### src/rtl/mmio_access_unit.sv
// Sequenced data-side access unit: decodes CPU loads/stores into data memory or IO channels, inserts memory wait states, stalls the CPU and flags bus errors.
// Optional define MMIO_IO_SIGNEXT_EN makes IO loads sign-extend the channel value instead of zero-extending it.
module mmio_access_unit #(
  parameter int          DATA_W   = 32,
  parameter int          IO_W     = 16,
  parameter int          IO_CH    = 4,
  parameter int          MEM_WAIT = 2,
  parameter logic [31:0] IO_BASE  = 32'hFFFFFC00
) (
  input  logic                   iCpuClock,
  input  logic                   iCpuReset,
  input  logic                   iReq,
  input  logic                   iWe,
  input  logic [31:0]            iAddr,
  input  logic [DATA_W-1:0]      iWdata,
  output logic                   oStall,
  output logic                   oDone,
  output logic [DATA_W-1:0]      oRdata,
  output logic                   oBusError,
  output logic                   oMemEn,
  output logic                   oMemWe,
  output logic [31:0]            oMemAddr,
  output logic [DATA_W-1:0]      oMemWdata,
  input  logic [DATA_W-1:0]      iMemRdata,
  output logic [IO_CH-1:0]       oIoWe,
  output logic [IO_CH-1:0]       oIoRe,
  output logic [IO_W-1:0]        oIoWdata,
  input  logic [IO_CH*IO_W-1:0]  iIoRdata
);

  localparam logic [1:0] IDLE = 2'd0;
  localparam logic [1:0] MEM  = 2'd1;
  localparam logic [1:0] IO   = 2'd2;
  localparam logic [1:0] DONE = 2'd3;

  logic [1:0]        state;
  logic              weQ;
  logic              errQ;
  logic [29:0]       wordQ;
  logic [DATA_W-1:0] wdataQ;
  logic [2:0]        waitCnt;

  logic              isIo;
  logic              ioErr;
  logic              memErr;
  logic              reqErr;
  logic [IO_W-1:0]   ioSlice;
  logic [DATA_W-1:0] ioExt;
  logic [IO_CH-1:0]  ioSel;

  // Channel number lives in address bits [7:4], i.e. wordQ[5:2] once latched.
  assign isIo   = (iAddr[31:10] == IO_BASE[31:10]);
  assign ioErr  = ({1'b0, iAddr[7:4]} >= 5'(IO_CH)) || (iAddr[9:8] != 2'b00) || (iAddr[3:0] != 4'b0000);
  assign memErr = (iAddr[1:0] != 2'b00);
  assign reqErr = isIo ? ioErr : memErr;

  always_comb begin
    ioSlice = '0;
    ioSel   = '0;
    for (int k = 0; k < IO_CH; k++) begin
      if (wordQ[5:2] == 4'(k)) begin
        ioSlice  = iIoRdata[k*IO_W +: IO_W];
        ioSel[k] = 1'b1;
      end
    end
  end

`ifdef MMIO_IO_SIGNEXT_EN
  assign ioExt = {{(DATA_W-IO_W){ioSlice[IO_W-1]}}, ioSlice};
`else
  assign ioExt = {{(DATA_W-IO_W){1'b0}}, ioSlice};
`endif

  always_ff @(posedge iCpuClock or posedge iCpuReset) begin
    if (iCpuReset) begin
      state   <= IDLE;
      weQ     <= 1'b0;
      errQ    <= 1'b0;
      wordQ   <= '0;
      wdataQ  <= '0;
      waitCnt <= '0;
      oRdata  <= '0;
    end else begin
      case (state)
        IDLE: begin
          if (iReq) begin
            weQ     <= iWe;
            errQ    <= reqErr;
            wordQ   <= iAddr[31:2];
            wdataQ  <= iWdata;
            waitCnt <= '0;
            if (reqErr) begin
              oRdata <= '0;
              state  <= DONE;
            end else begin
              state  <= isIo ? IO : MEM;
            end
          end
        end
        // The counter starts at 0 on entry, so MEM lasts MEM_WAIT+1 cycles.
        MEM: begin
          if (waitCnt == 3'(MEM_WAIT)) begin
            if (!weQ) oRdata <= iMemRdata;
            state <= DONE;
          end else begin
            waitCnt <= waitCnt + 3'd1;
          end
        end
        IO: begin
          if (!weQ) oRdata <= ioExt;
          state <= DONE;
        end
        default: state <= IDLE;
      endcase
    end
  end

  assign oStall    = ((state == IDLE) && iReq) || (state == MEM) || (state == IO);
  assign oDone     = (state == DONE);
  assign oBusError = (state == DONE) && errQ;
  assign oMemEn    = (state == MEM);
  assign oMemWe    = (state == MEM) && weQ;
  assign oMemAddr  = {wordQ, 2'b00};
  assign oMemWdata = wdataQ;
  assign oIoWe     = ((state == IO) && weQ)  ? ioSel : '0;
  assign oIoRe     = ((state == IO) && !weQ) ? ioSel : '0;
  assign oIoWdata  = wdataQ[IO_W-1:0];

endmodule

### config.mk
export PLATFORM = sky130hd
export DESIGN_NAME = mmio_access_unit
export DESIGN_NICKNAME = d
export VERILOG_FILES = /design/src/rtl/mmio_access_unit.sv
export SDC_FILE = /design/constraint.sdc
export NUM_CORES = 1
export LEC_CHECK = 0
export BUFFER_PORTS_ARGS = -buffer_cell sky130_fd_sc_hd__buf_4
export CORE_MARGIN = 2
export CORE_UTILIZATION = 40
export CTS_CLUSTER_SIZE = 24
export DETAILED_ROUTE_END_ITERATION = 10
export PLACE_DENSITY = 0.77
export SYNTH_ARGS = -nofsm -noshare
export SYNTH_HDL_FRONTEND = slang
export SYNTH_SLANG_ARGS = --single-unit
### constraint.sdc
create_clock -name iCpuClock -period 2.8 [get_ports iCpuClock]
set_input_delay 0.14 -clock iCpuClock [delete_from_list [all_inputs] [get_ports iCpuClock]]
set_output_delay 0.14 -clock iCpuClock [all_outputs]
set_load 0.1 [all_outputs]
Word-level counts from Yosys, hierarchy flattened:

Index checks and enable logic that the tools add are counted.

* flip-flop bits (word level): 101
* input bits: 164

* add/subtract/negate cells: 1
* $lt $le $gt $ge: 1
* equality and inequality tests: 14
* muxes and demuxes: 25
* reduce and logical (&&, ||, !) cells: 21

Operators with widths (count)
* $mux 32: 5
* $pmux 32 s3: 1
* $mux 16: 4
* $eq 22x22->1 const B: 1
* $ne 2x2->1 const B: 5
* $eq 4x2->1 const B: 2
* $mux 2: 4
* $mux 4: 2
* $mux 3: 2
* $pmux 2 s3: 1
* $pmux 3 s2: 1
* $reduce_and 6->1: 1
* $reduce_bool 2->1: 3
* $logic_and 1x1->1: 5
* $mux 1: 5
* $eq 2x2->1 const B: 2
* $eq 4x1->1 const B: 1
* $ge 4x3->1 const B: 1
* $logic_not 4->1: 1
* $logic_or 1x1->1: 4
* $reduce_and 2->1: 2
* $reduce_bool 4->1: 1
* $add 3x1->3 const B: 1
* $eq 3x2->1 const B: 1
* 6 further kinds: 6

Logic depth before layout (Yosys ltp):

* depth in word-level cells: 7
* mapped depth: 9
* gate-level depth less buffers: 7

Worst setup path before layout:

Ideal clock, no wire load.

* path type: flip-flop to output port
* start point: register wordQ[2]
* end point: output port oIoRe[0]
* arrival time: 4.198 ns
* data required time: 2.660 ns
* path slack: -1.538 ns
* stages on the path, launching flop included: 4
* path buffers: 2
* cell sequence: dfrtp_1 buf_1 clkbuf_1 nor4_1

* longest elaborated chain between the ends: 3

Ends and longest elaborated chain
* start, declared: RTL line 39 `logic [29:0] wordQ;`
* start signal, assigned: RTL line 89 `wordQ <= iAddr[31:2];`
* $logic_not 4->1: RTL line 61 `if (wordQ[5:2] == 4'(k)) begin`
* $mux 1: RTL line 61
* $mux 4: RTL line 126 `assign oIoRe = ((state == IO) && !weQ) ? ioSel : '0;`
* end, declared: RTL line 26 `output logic [IO_CH-1:0] oIoRe,`

Every way passes these cells.

Worst setup path after layout:

* start point: register state[0]
* end point: register oRdata[1]

* longest elaborated chain between the ends: 3
* elaborated cells between the ends (all ways): 11

Ends and longest elaborated chain
* start, declared: RTL line 36 `logic [1:0] state;`
* start signal, assigned: RTL line 96 `state <= isIo ? IO : MEM;`
* $eq 2x2->1, or another cell as far along: RTL line 84 `case (state)`
* $ne 2x2->1 (no source line), or another cell as far along
* $reduce_and 6->1 (no source line)
* end signal, assigned: RTL line 103 `if (!weQ) oRdata <= iMemRdata;`
* end signal, assigned: RTL line 110 `if (!weQ) oRdata <= ioExt;`
* end, declared: RTL line 18 `output logic [DATA_W-1:0] oRdata,`

Parallel ways exist; a longest one is shown, timed or not.
A chain may end at the register's enable or synchronous reset.

==> results.toml <==
[detailed_routing]
ant_nets = 0
first_iter_violations = 204
wirelength_mm = 16.0
avgViaCountPerCell = 5.11
vias = 4475
drc = 0
dr.pass1.iters = 4
routedWlPerCell_um = 18.3

[timing]
tightest_slew_ns = 0.883
final_max_slew_viol_count = 0
fmax_ghz = 0.382
finalCritPeriodShare_pct = 93.4
hold_viol_final = 0
setup_viol = 0
rsz0062_at_grt = "no"
min_period_ns = 2.62
fin_skew_ns = 0.00711
slew_headroom_pct = 40.7

[grt]
grt_pass1_vias = 4619
antenna_found_initial = 0
grt_overflow = 0
grt_use_total_pct = 23.3
grt_max_degree = 67
grt_pass1_wl_mm = 23.4

[critical_path]
crit_chain = "inv_1 -> ha_1 -> nand2b_1 -> o21ai_1 -> or3b_2 -> nand2b_4 -> mux2_4"
slowest_delay_ns = 0.64
endpoint_kind = "register"
reg2regPathDepth = 7
cp.required_ns = 3.03
crit_slowest_cell = "or3b_2"
arrival_ns = 2.85
crit_type = "register to register"
r2r_setup_slack_ns = 0.18
worst_r2r_endpoint = "oRdata[1]$_DFFE_PP0P_"
critPathMaxFanout = 32
start_kind = "register"
reg2reg_from = "state[0]$_DFFE_PP0P_"

[clock_tree]
clockBufferDepth = 2
cts_buffers = 9
cts_tree = "done"
worst_skew_pair.late_latency_ns = 0.35
cts.repair.resized = 0
cts_sinks = 101
cts.htree.levels = 3
postCtsSetupRepairBufs = 0
cts_root_buf = "clkbuf_16"
cts_hold_buffers = 1
clk_pin_slew_ns = 0.07

[placed_design]
dpl_cell_area_um2 = 7170
numPortBuffers = 286
place_congestion = 0.853
dp_cells = 858
hpwl_mm = 12.5

[synthesis]
synthArstFlopShare_pct = 100
ys_seq_elements = 101
synth_flop_cell = "dfrtp_1"
yosys_warnings = 0
yosysSeqAreaShare_pct = 51.1
syn_area_per_cell_um2 = 11.3
synth.cell_area_um2 = 4950
synth_cell_types = 41
synth_area_leader_cell = "dfrtp_1"
syn_inst = 436
yosysMostFrequentCell = "dfrtp_1"
netlist_top_cells_area = "dfrtp_1 (51%), mux2_2 (15%), o21ai_0 (5.8%)"
synth_edf_count = 0
netlist_top_cells_count = "dfrtp_1 (101), mux2_2 (65), o21ai_0 (57)"
synth_top_area_share_pct = 51.1

[die]
core_um2 = 12100
die_h_um = 115
dieArea_um2 = 13300
die_w_um = 115
rows = 40
io_pins = 289
start_util_pct = 41.0

[final_layout]
fin_util_pct = 62.1
nNetsFinal = 872
stdcell_count = 875
area_growth_pct = 51.3
design_area_um2 = 7490
layout-drive-gt1-share_pct = 55.6
n_antenna_cell = 0

[hold_path]
whs_endpoint = "oMemWdata[25]$_DFFE_PP0P_"
min-delay-start = "iWdata[25]"
hold_depth = 2
hold_path_class = "primary input to register"

[status]
outcome = "complete, no violations"

[run]
drv_cap = 0
-- worst max path at each step --
stage                                     from                     to  slack [ns]
after floorplan           wordQ[3]$_DFFE_PP0P_               oIoRe[2]       -0.63
after global placement    state[0]$_DFFE_PP0P_  oRdata[0]$_DFFE_PP0P_        0.31
after detailed placement  state[0]$_DFFE_PP0P_  oRdata[1]$_DFFE_PP0P_        0.20
after CTS                 state[0]$_DFFE_PP0P_  oRdata[1]$_DFFE_PP0P_        0.20
after global routing      state[0]$_DFFE_PP0P_  oRdata[3]$_DFFE_PP0P_        0.02
final                     state[0]$_DFFE_PP0P_  oRdata[1]$_DFFE_PP0P_        0.18
-- worst max-delay path, delay by kind of cell (launching register included) --
kind            cells  cell delay, ns
fa+ha+maj           1            0.30
mux                 1            0.37
buf+inv             1            0.08
simple gates        3            1.18
flops               1            0.40
compound gates      1            0.15
-- routing by layer --
metal  up-vias  share of wire, %  GRT usage (%)
met5         -                 0              0
met4         0               1.3           7.87
met3        15               8.3           6.85
met2       186                53           42.2
li1       2087                 -              -
met1      2187                38           26.3
-- final cells by class --
class	count	area, um2
fill	985	4580
clock inverter	5	60.1
tap	168	210
inverter	10	40.0
timing repair buffer	295	2230
multi-input combinational	285	2180
sequential	101	2530
clock buffer	11	243
-- cells by family (layout without fill, tap and decap cells) --
| logic type | count (synthesis) | in the layout | synth area share [%] |
|---|---|---|---|
| AND/OR/NAND/NOR | 100 | 100 | 10.2 |
| adder cells (fa/ha/maj) | 6 | 6 | 1.52 |
| multiplexers | 80 | 80 | 18.7 |
| buffers and inverters | 51 | 321 | 5.41 |
| flip-flops | 101 | 101 | 51.1 |
| other | 1 | 2 | 0.0758 |
| AO/OA/AOI/OAI | 97 | 97 | 13.0 |
-- cell usage in the layout (no fill, tap or decap), types with 2 or more instances in the layout --
master	netlist	final
inv_1	10	9
buf_4	18	293
ha_1	6	5
nor4_1	4	2
o221ai_1	7	7
conb_1	1	2
dfrtp_1	101	101
nand4_1	5	5
mux2i_1	8	8
nand3_1	3	3
and3_1	5	5
nand2_1	42	41
mux2_4	6	6
a21oi_1	4	4
nand2b_1	2	2
a32o_1	7	7
mux2_2	65	65
clkbuf_16	0	9
clkinv_4	0	2
nor2_1	11	10
nor3_1	4	4
o21ai_0	57	57
nor2b_1	16	16
nor4_2	0	2
or3_1	2	2
a211oi_1	7	7
a22o_1	2	2
a221o_1	8	8
-- per-stage QoR --
stage / setup TNS [ns] / hold slack [ns] / setup WS (ns)
floorplan: -2.06 / 0.285 / -0.633
global placement: 0 / 0.250 / 0.314
detailed placement: 0 / 0.267 / 0.204
CTS: 0 / 0.00679 / 0.195
global route: 0 / 0.0106 / 0.0154
finish: 0 / 0.0212 / 0.184
-- flip-flops by register name, summed over array words and instances, names as in the netlist --
name       count
errQ           1
waitCnt        3
wordQ         30
weQ            1
oMemWdata     32
oRdata        32
state          2
Power is left out: the tool's default activity adds up to more than one toggle a clock period on the data nets, which glitch-free logic cannot reach.
